==> config.mk <==
export PLATFORM = sky130hd
export DESIGN_NAME = psram_stream_reader
export DESIGN_NICKNAME = d
export VERILOG_FILES = /design/src/rtl/psram_stream_reader_pkg.sv /design/src/rtl/psram_stream_reader_mem_wait_timer.sv /design/src/rtl/psram_stream_reader.sv
export SDC_FILE = /design/constraint.sdc
export NUM_CORES = 1
export LEC_CHECK = 0
export CAP_MARGIN = 0
export CORE_MARGIN = 3
export CORE_UTILIZATION = 50
export DETAILED_ROUTE_END_ITERATION = 8
export PLACE_DENSITY = 0.93
export REMOVE_ABC_BUFFERS = 1
export SYNTH_ARGS = -nofsm -noshare
export SYNTH_HDL_FRONTEND = slang
export SYNTH_SLANG_ARGS = --single-unit
export TNS_END_PERCENT = 20
==> constraint.sdc <==
create_clock -name clk -period 3.9 [get_ports clk]
set_input_delay 0.78 -clock clk [delete_from_list [all_inputs] [get_ports clk]]
set_output_delay 0.78 -clock clk [all_outputs]
set_load 0.01 [all_outputs]
==> src/rtl/psram_stream_reader_pkg.sv <==
// Shared memory-side definitions for the cellular RAM read/write paths.
package psram_stream_reader_pkg;

    localparam int unsigned MEM_ADDR_W          = 26;
    localparam int unsigned MEM_DATA_W          = 16;
    localparam int unsigned DEFAULT_WAIT_CYCLES = 4;

    typedef enum logic [1:0] {
        ST_IDLE    = 2'd0,
        ST_ACCESS  = 2'd1,
        ST_PRESENT = 2'd2
    } rd_state_e;

    // Active-low RAM control pair driven together during an access.
    typedef struct packed {
        logic cs_n;
        logic oe_n;
    } mem_ctrl_t;

endpackage

==> src/rtl/psram_stream_reader_mem_wait_timer.sv <==
// Async-read wait timer: loaded on entry to ACCESS, flags the final access cycle.
module psram_stream_reader_mem_wait_timer #(
    parameter int unsigned WAIT_CYCLES = 4
) (
    input  logic clk,
    input  logic rst,
    input  logic load,
    input  logic active,
    output logic expire_c
);

    localparam int unsigned CNT_W = (WAIT_CYCLES < 2) ? 1 : $clog2(WAIT_CYCLES);

    logic [CNT_W-1:0] cnt_q;

    // Count down from WAIT_CYCLES-1; holds at zero until reloaded.
    always_ff @(posedge clk or posedge rst) begin
        if (rst) begin
            cnt_q <= '0;
        end else if (load) begin
            cnt_q <= CNT_W'(WAIT_CYCLES - 1);
        end else if (cnt_q != '0) begin
            cnt_q <= cnt_q - CNT_W'(1);
        end
    end

    // Last cycle of the access window.
    always_comb begin
        expire_c = active && (cnt_q == '0);
    end

endmodule

==> src/rtl/psram_stream_reader.sv <==
// Streaming reader for the 16-bit async cellular RAM.
// Optional feature macro: PSRAM_READER_LOOP_EN (restart at start_addr after the last word).
module psram_stream_reader
    import psram_stream_reader_pkg::*;
#(
    parameter int unsigned WAIT_CYCLES = DEFAULT_WAIT_CYCLES,
    parameter int unsigned LEN_W       = 16
) (
    input  logic                  clk,
    input  logic                  rst,
    input  logic                  start,
    input  logic [MEM_ADDR_W-1:0] start_addr,
    input  logic [LEN_W-1:0]      length,
    input  logic                  stop,
    input  logic                  loop_en,
    output logic [MEM_DATA_W-1:0] data_out,
    output logic                  data_valid,
    input  logic                  data_ready,
    output logic                  busy,
    output logic                  done,
    inout  wire  [MEM_DATA_W-1:0] MemDB,
    output logic [MEM_ADDR_W-1:0] MemAdr,
    output logic                  RamCS,
    output logic                  MemOE,
    output logic                  MemWR,
    output logic                  RamAdv,
    output logic                  RamClk,
    output logic                  RamLB,
    output logic                  RamUB
);

    rd_state_e             state_q, state_d;
    logic [MEM_ADDR_W-1:0] addr_q, addr_d;
    logic [MEM_ADDR_W-1:0] base_addr_q, base_addr_d;
    logic [LEN_W-1:0]      base_len_q, base_len_d;
    logic [LEN_W-1:0]      remain_q, remain_d;
    logic [MEM_DATA_W-1:0] data_q, data_d;
    logic                  valid_q, valid_d;
    logic                  done_q, done_d;
    logic                  busy_q, busy_d;
    mem_ctrl_t             ctrl_q, ctrl_d;
    logic                  load_c;
    logic                  expire_c;
    logic                  handshake_c;
    logic                  last_c;

`ifndef PSRAM_READER_LOOP_EN
    logic unused_loop_en;
    assign unused_loop_en = loop_en;
`endif

    // Read-only bus: this block never drives the RAM data lines.
    assign MemDB  = 16'bz;
    assign MemWR  = 1'b1;
    assign RamAdv = 1'b0;
    assign RamClk = 1'b0;
    assign RamLB  = 1'b0;
    assign RamUB  = 1'b0;

    assign data_out   = data_q;
    assign data_valid = valid_q;
    assign busy       = busy_q;
    assign done       = done_q;
    assign MemAdr     = addr_q;
    assign RamCS      = ctrl_q.cs_n;
    assign MemOE      = ctrl_q.oe_n;

    psram_stream_reader_mem_wait_timer #(
        .WAIT_CYCLES (WAIT_CYCLES)
    ) u_timer (
        .clk      (clk),
        .rst      (rst),
        .load     (load_c),
        .active   (state_q == ST_ACCESS),
        .expire_c (expire_c)
    );

    // State and registered outputs.
    always_ff @(posedge clk or posedge rst) begin
        if (rst) begin
            state_q     <= ST_IDLE;
            addr_q      <= '0;
            base_addr_q <= '0;
            base_len_q  <= '0;
            remain_q    <= '0;
            data_q      <= '0;
            valid_q     <= 1'b0;
            done_q      <= 1'b0;
            busy_q      <= 1'b0;
            ctrl_q      <= '{cs_n: 1'b1, oe_n: 1'b1};
        end else begin
            state_q     <= state_d;
            addr_q      <= addr_d;
            base_addr_q <= base_addr_d;
            base_len_q  <= base_len_d;
            remain_q    <= remain_d;
            data_q      <= data_d;
            valid_q     <= valid_d;
            done_q      <= done_d;
            busy_q      <= busy_d;
            ctrl_q      <= ctrl_d;
        end
    end

    // Next-state and next-output logic; stop outranks capture and handshake.
    always_comb begin
        state_d     = state_q;
        addr_d      = addr_q;
        base_addr_d = base_addr_q;
        base_len_d  = base_len_q;
        remain_d    = remain_q;
        data_d      = data_q;
        valid_d     = valid_q;
        done_d      = 1'b0;
        handshake_c = valid_q && data_ready;
        last_c      = (remain_q == LEN_W'(1));

        case (state_q)
            ST_IDLE: begin
                if (start && !stop) begin
                    if (length != '0) begin
                        base_addr_d = start_addr;
                        base_len_d  = length;
                        addr_d      = start_addr;
                        remain_d    = length;
                        state_d     = ST_ACCESS;
                    end else begin
                        done_d = 1'b1;
                    end
                end
            end
            ST_ACCESS: begin
                if (stop) begin
                    done_d  = 1'b1;
                    state_d = ST_IDLE;
                end else if (expire_c) begin
                    data_d  = MemDB;
                    valid_d = 1'b1;
                    state_d = ST_PRESENT;
                end
            end
            ST_PRESENT: begin
                if (stop) begin
                    valid_d = 1'b0;
                    done_d  = 1'b1;
                    state_d = ST_IDLE;
                end else if (handshake_c) begin
                    valid_d = 1'b0;
                    if (!last_c) begin
                        remain_d = remain_q - LEN_W'(1);
                        addr_d   = addr_q + MEM_ADDR_W'(1);
                        state_d  = ST_ACCESS;
`ifdef PSRAM_READER_LOOP_EN
                    end else if (loop_en) begin
                        remain_d = base_len_q;
                        addr_d   = base_addr_q;
                        state_d  = ST_ACCESS;
`endif
                    end else begin
                        done_d  = 1'b1;
                        state_d = ST_IDLE;
                    end
                end
            end
            default: begin
                valid_d = 1'b0;
                state_d = ST_IDLE;
            end
        endcase

        load_c      = (state_d == ST_ACCESS) && (state_q != ST_ACCESS);
        busy_d      = (state_d != ST_IDLE);
        ctrl_d.cs_n = (state_d != ST_ACCESS);
        ctrl_d.oe_n = (state_d != ST_ACCESS);
    end

endmodule
==> flow_summary_export.csv <==
group,metric,value,unit
die,die_h,89.3,um
clocking,numCtsBuffers,5,
clocking,cts.sink_count,51,
clocking,cts_tree,"done",
clocking,hold_buffers,0,
worst_setup_path,path_delay_family,"simple AND/OR/NAND/NOR gates",
worst_setup_path,path_cells,"clkdlybuf4s50_1 -> nor4_1 -> and4_1 -> a2bb2oi_4 -> buf_12 -> a21oi_1 -> o2bb2a_1",
sta,fin_crit_sh,73.5,%
die,die_w,89.3,um
cells_and_area,drive_gt1_share,7.02,%
global_routing,grt_max_degree,52,
place,routabilityCongestion,0.878,
synthesis,ys_ff_latch,51,
worst_setup_path,path_class,"in2reg",
die,ios,116,
synthesis,netlist.area_leader.share,36.1,%
clocking,clock-root-buffer,"clkbuf_8",
clocking,cts_max_level,2,
synthesis,yosys.area_share.simple,21.4,%
global_routing,grt_first_pass_wirelength,14800,um
pwr,peakVddDrop,0.271,mV
worst_setup_path,critPathBufInv,2,
global_routing,grt_overflow,0,
job,cap_violations,0,
worst_setup_path,reg2reg_depth,8,
worst_setup_path,critical_path_cell_count,7,
worst_setup_path,r2r_slack,1510,ps
clocking,worstSkewPairLatency,300,ps
cells_and_area,nFillCells,542,
synthesis,synthFlopType,"dfrtp_1",
sta,min_period,2870,ps
worst_setup_path,crit_required,4090,ps
routing,wl,8870,um
worst_setup_path,crit_path_end_kind,"flip-flop",
worst_setup_path,slowest_stage,"clkdlybuf4s50_1",
worst_setup_path,reg2reg_from,"remain_q[1]",
die,initial_core_util,53.1,%
clocking,cts_buffer_depth,2,
worst_setup_path,worst_path_largest_cell_delay,430,ps
routing,vias_per_cell,6.11,
worst_setup_path,cp-start-kind,"primary input",
pwr,p_sw_share,40.0,%
clocking,cts_resized,0,
sta,setup_tns,0,ps
sta,drv_slew,0,
pwr,p_seq_share,42.5,%
pwr,leakage,1.68,nW
worst_setup_path,r2r-end,"MemAdr[20]",
synthesis,syn_avg_cell_area,8.56,um^2
routing,wl_per_cell,16.2,um
die,row_count,29,
hold_path,hold_path.class,"reg2reg",
synthesis,async_flop_share,100,%
sta,setup-violations-final,0,
global_routing,grt_pass1_vias,3244,
sta,relSlewSlack,29.4,%
worst_setup_path,endpoint,"MemAdr[20]",
clocking,clkTransAtPathRegs,90,ps
synthesis,synth_compound_area_share,26.4,%
die,die_area,7970,um^2
pwr,power_switching,0.953,mW
sta,worst_pin_slew,1060,ps
place,hpwl,6350,um
synthesis,synth_xor_xnor_area_share,0.253,%
synthesis,synth_warnings,0,
synthesis,synth_cell_types,57,
cells_and_area,fin_nets,521,
pwr,p_per_area,549,nW/um^2
clocking,post_cts_buffers,0,
sta,whs,509,ps
cells_and_area,n_antenna_cell,0,
routing,drt_pre_antenna_iters,5,
synthesis,yosys-mux-area-fraction,0.613,%
synthesis,synth_top_family_by_area,"compound AO/OA/AOI/OAI gates",
die,core,6530,um^2
global_routing,gr-usage-all-layers,23.1,%
run_status,status,"completed",
pwr,clock_power_share,14.1,%
place,port_buffers,93,
pwr,pwr-share-comb,43.4,%
pwr,power.internal,1.43,mW
routing,drtIter0Drc,203,
synthesis,syn_inst,405,
cells_and_area,syn2layout_area_growth,25.1,%
synthesis,synth_edf_count,0,
routing,vias,3343,
worst_setup_path,critical_path_arrival,3060,ps
synthesis,ys_seq_area_share,36.8,%
worst_setup_path,crit_fanout,26,
sta,rsz0062_at_grt,"false",
routing,drcViolationCount,0,
synthesis,netlist_area,3470,um^2
routing,drtAntennaViolNets,0,
synthesis,yosysTopAreaCell,"dfrtp_1",
worst_setup_path,crit_start,"length[1]",
global_routing,antenna_found_initial,0,
synthesis,ys_top_cells_by_area,"dfrtp_1 36%, buf_4 8.0%, a21oi_1 5.8%, o21ai_0 4.8%, nand2_1 3.5%",
sta,finClkSkew,6.05,ps
sta,clock.fmax,349,MHz
cells_and_area,final_common_cell,"clkdlybuf4s50_1",
cells_and_area,final_cell_mix,"93 x clkdlybuf4s50_1, 50 x dfrtp_1, 40 x a21oi_1",
sta,hold_viol_final,0,
synthesis,synthAdderAreaFrac,1.44,%
## metrics by stage
stage | cell area [um^2] | worst slack [ps] | cells | utilization, % | power, mW
2_1_floorplan | 3130 | 218 | 362 | - | 1.55
3_3_place_gp | 4240 | 784 | 539 | 64.9 | 1.99
3_5_place_dp | 4240 | 751 | 539 | 64.9 | 2.05
4_1_cts | 4340 | 1070 | 547 | 66.4 | 2.38
5_1_grt | 4340 | 901 | 547 | 66.4 | 2.56
6_report | 4340 | 1030 | 547 | 66.4 | 2.38
## per-layer routing
layer  vias up  global-route usage (%)  part of all wire, %
met5         -                       0                    0
met4         0                    7.17                  1.6
li1       1571                       -                    -
met3        16                    3.32                  6.7
met1      1592                    31.8                   44
met2       164                    37.9                   48
## area by class of cell
class	count	area, um^2	area share [%]
clock buffer	8	100	2.31
multi-input combinational	303	1840	42.4
inverter	8	30.0	0.692
timing repair buffer	100	996	23.0
tap	77	96.3	2.22
sequential	51	1280	29.4
## registers in the layout, summed over array words and instances, names as in the netlist
name / count
MemAdr: 26
remain_q: 16
state_q: 2
u_timer.cnt_q: 2
MemOE: 1
busy: 1
data_out: 1
data_valid: 1
done: 1
## Yosys cell counts (all sizes together), types with 3 or more instances
cell     number
nand4        10
a2bb2oi       6
o22a          6
nand3        21
o21ai        35
a21oi        41
ha            4
inv           8
and3          5
buf          51
o22ai        11
nor3         13
o2bb2a        4
a31oi         5
a22oi         8
o2bb2ai       7
dfrtp        50
clkbuf       11
nand2b        4
nor2b         3
nand2        32
nor4         11
nor2         31
## worst register-to-register path, cell delays in order, from the launching register on
cell and delay, ps:
dfrtp_1 400, inv_1 100, ha_1 160, nor4b_1 310, nand4_2 260, a2bb2oi_4 470, buf_12 230, a21oi_1 60
o2bb2a_1 310
## worst min-delay path by stage
stage / start / endpoint / slack [ps] / depth (start not counted)
detailed placement: remain_q[14] / remain_q[14] / 490 / 1
global route: remain_q[14] / remain_q[14] / 550 / 1
finish: remain_q[14] / remain_q[14] / 510 / 1
floorplan: remain_q[14] / remain_q[14] / 460 / 1
global placement: remain_q[14] / remain_q[14] / 480 / 1
CTS: remain_q[14] / remain_q[14] / 510 / 1
## power groups by stage
stage	registers (mW)	clock network, mW	logic [mW]
finish	1.01	0.336	1.03
global placement	0.997	0	0.995
CTS	1.01	0.342	1.04
global route	1.05	0.361	1.15
detailed placement	1.01	0	1.03
floorplan	1.01	0	0.540
## cells by family after synthesis
group	after synthesis
simple gates	138
compound gates	137
buf+inv	70
flops	51
fa+ha+maj	4
other cells	2
mux	2
xor+xnor	1
Power figures use the tool's default switching activity.
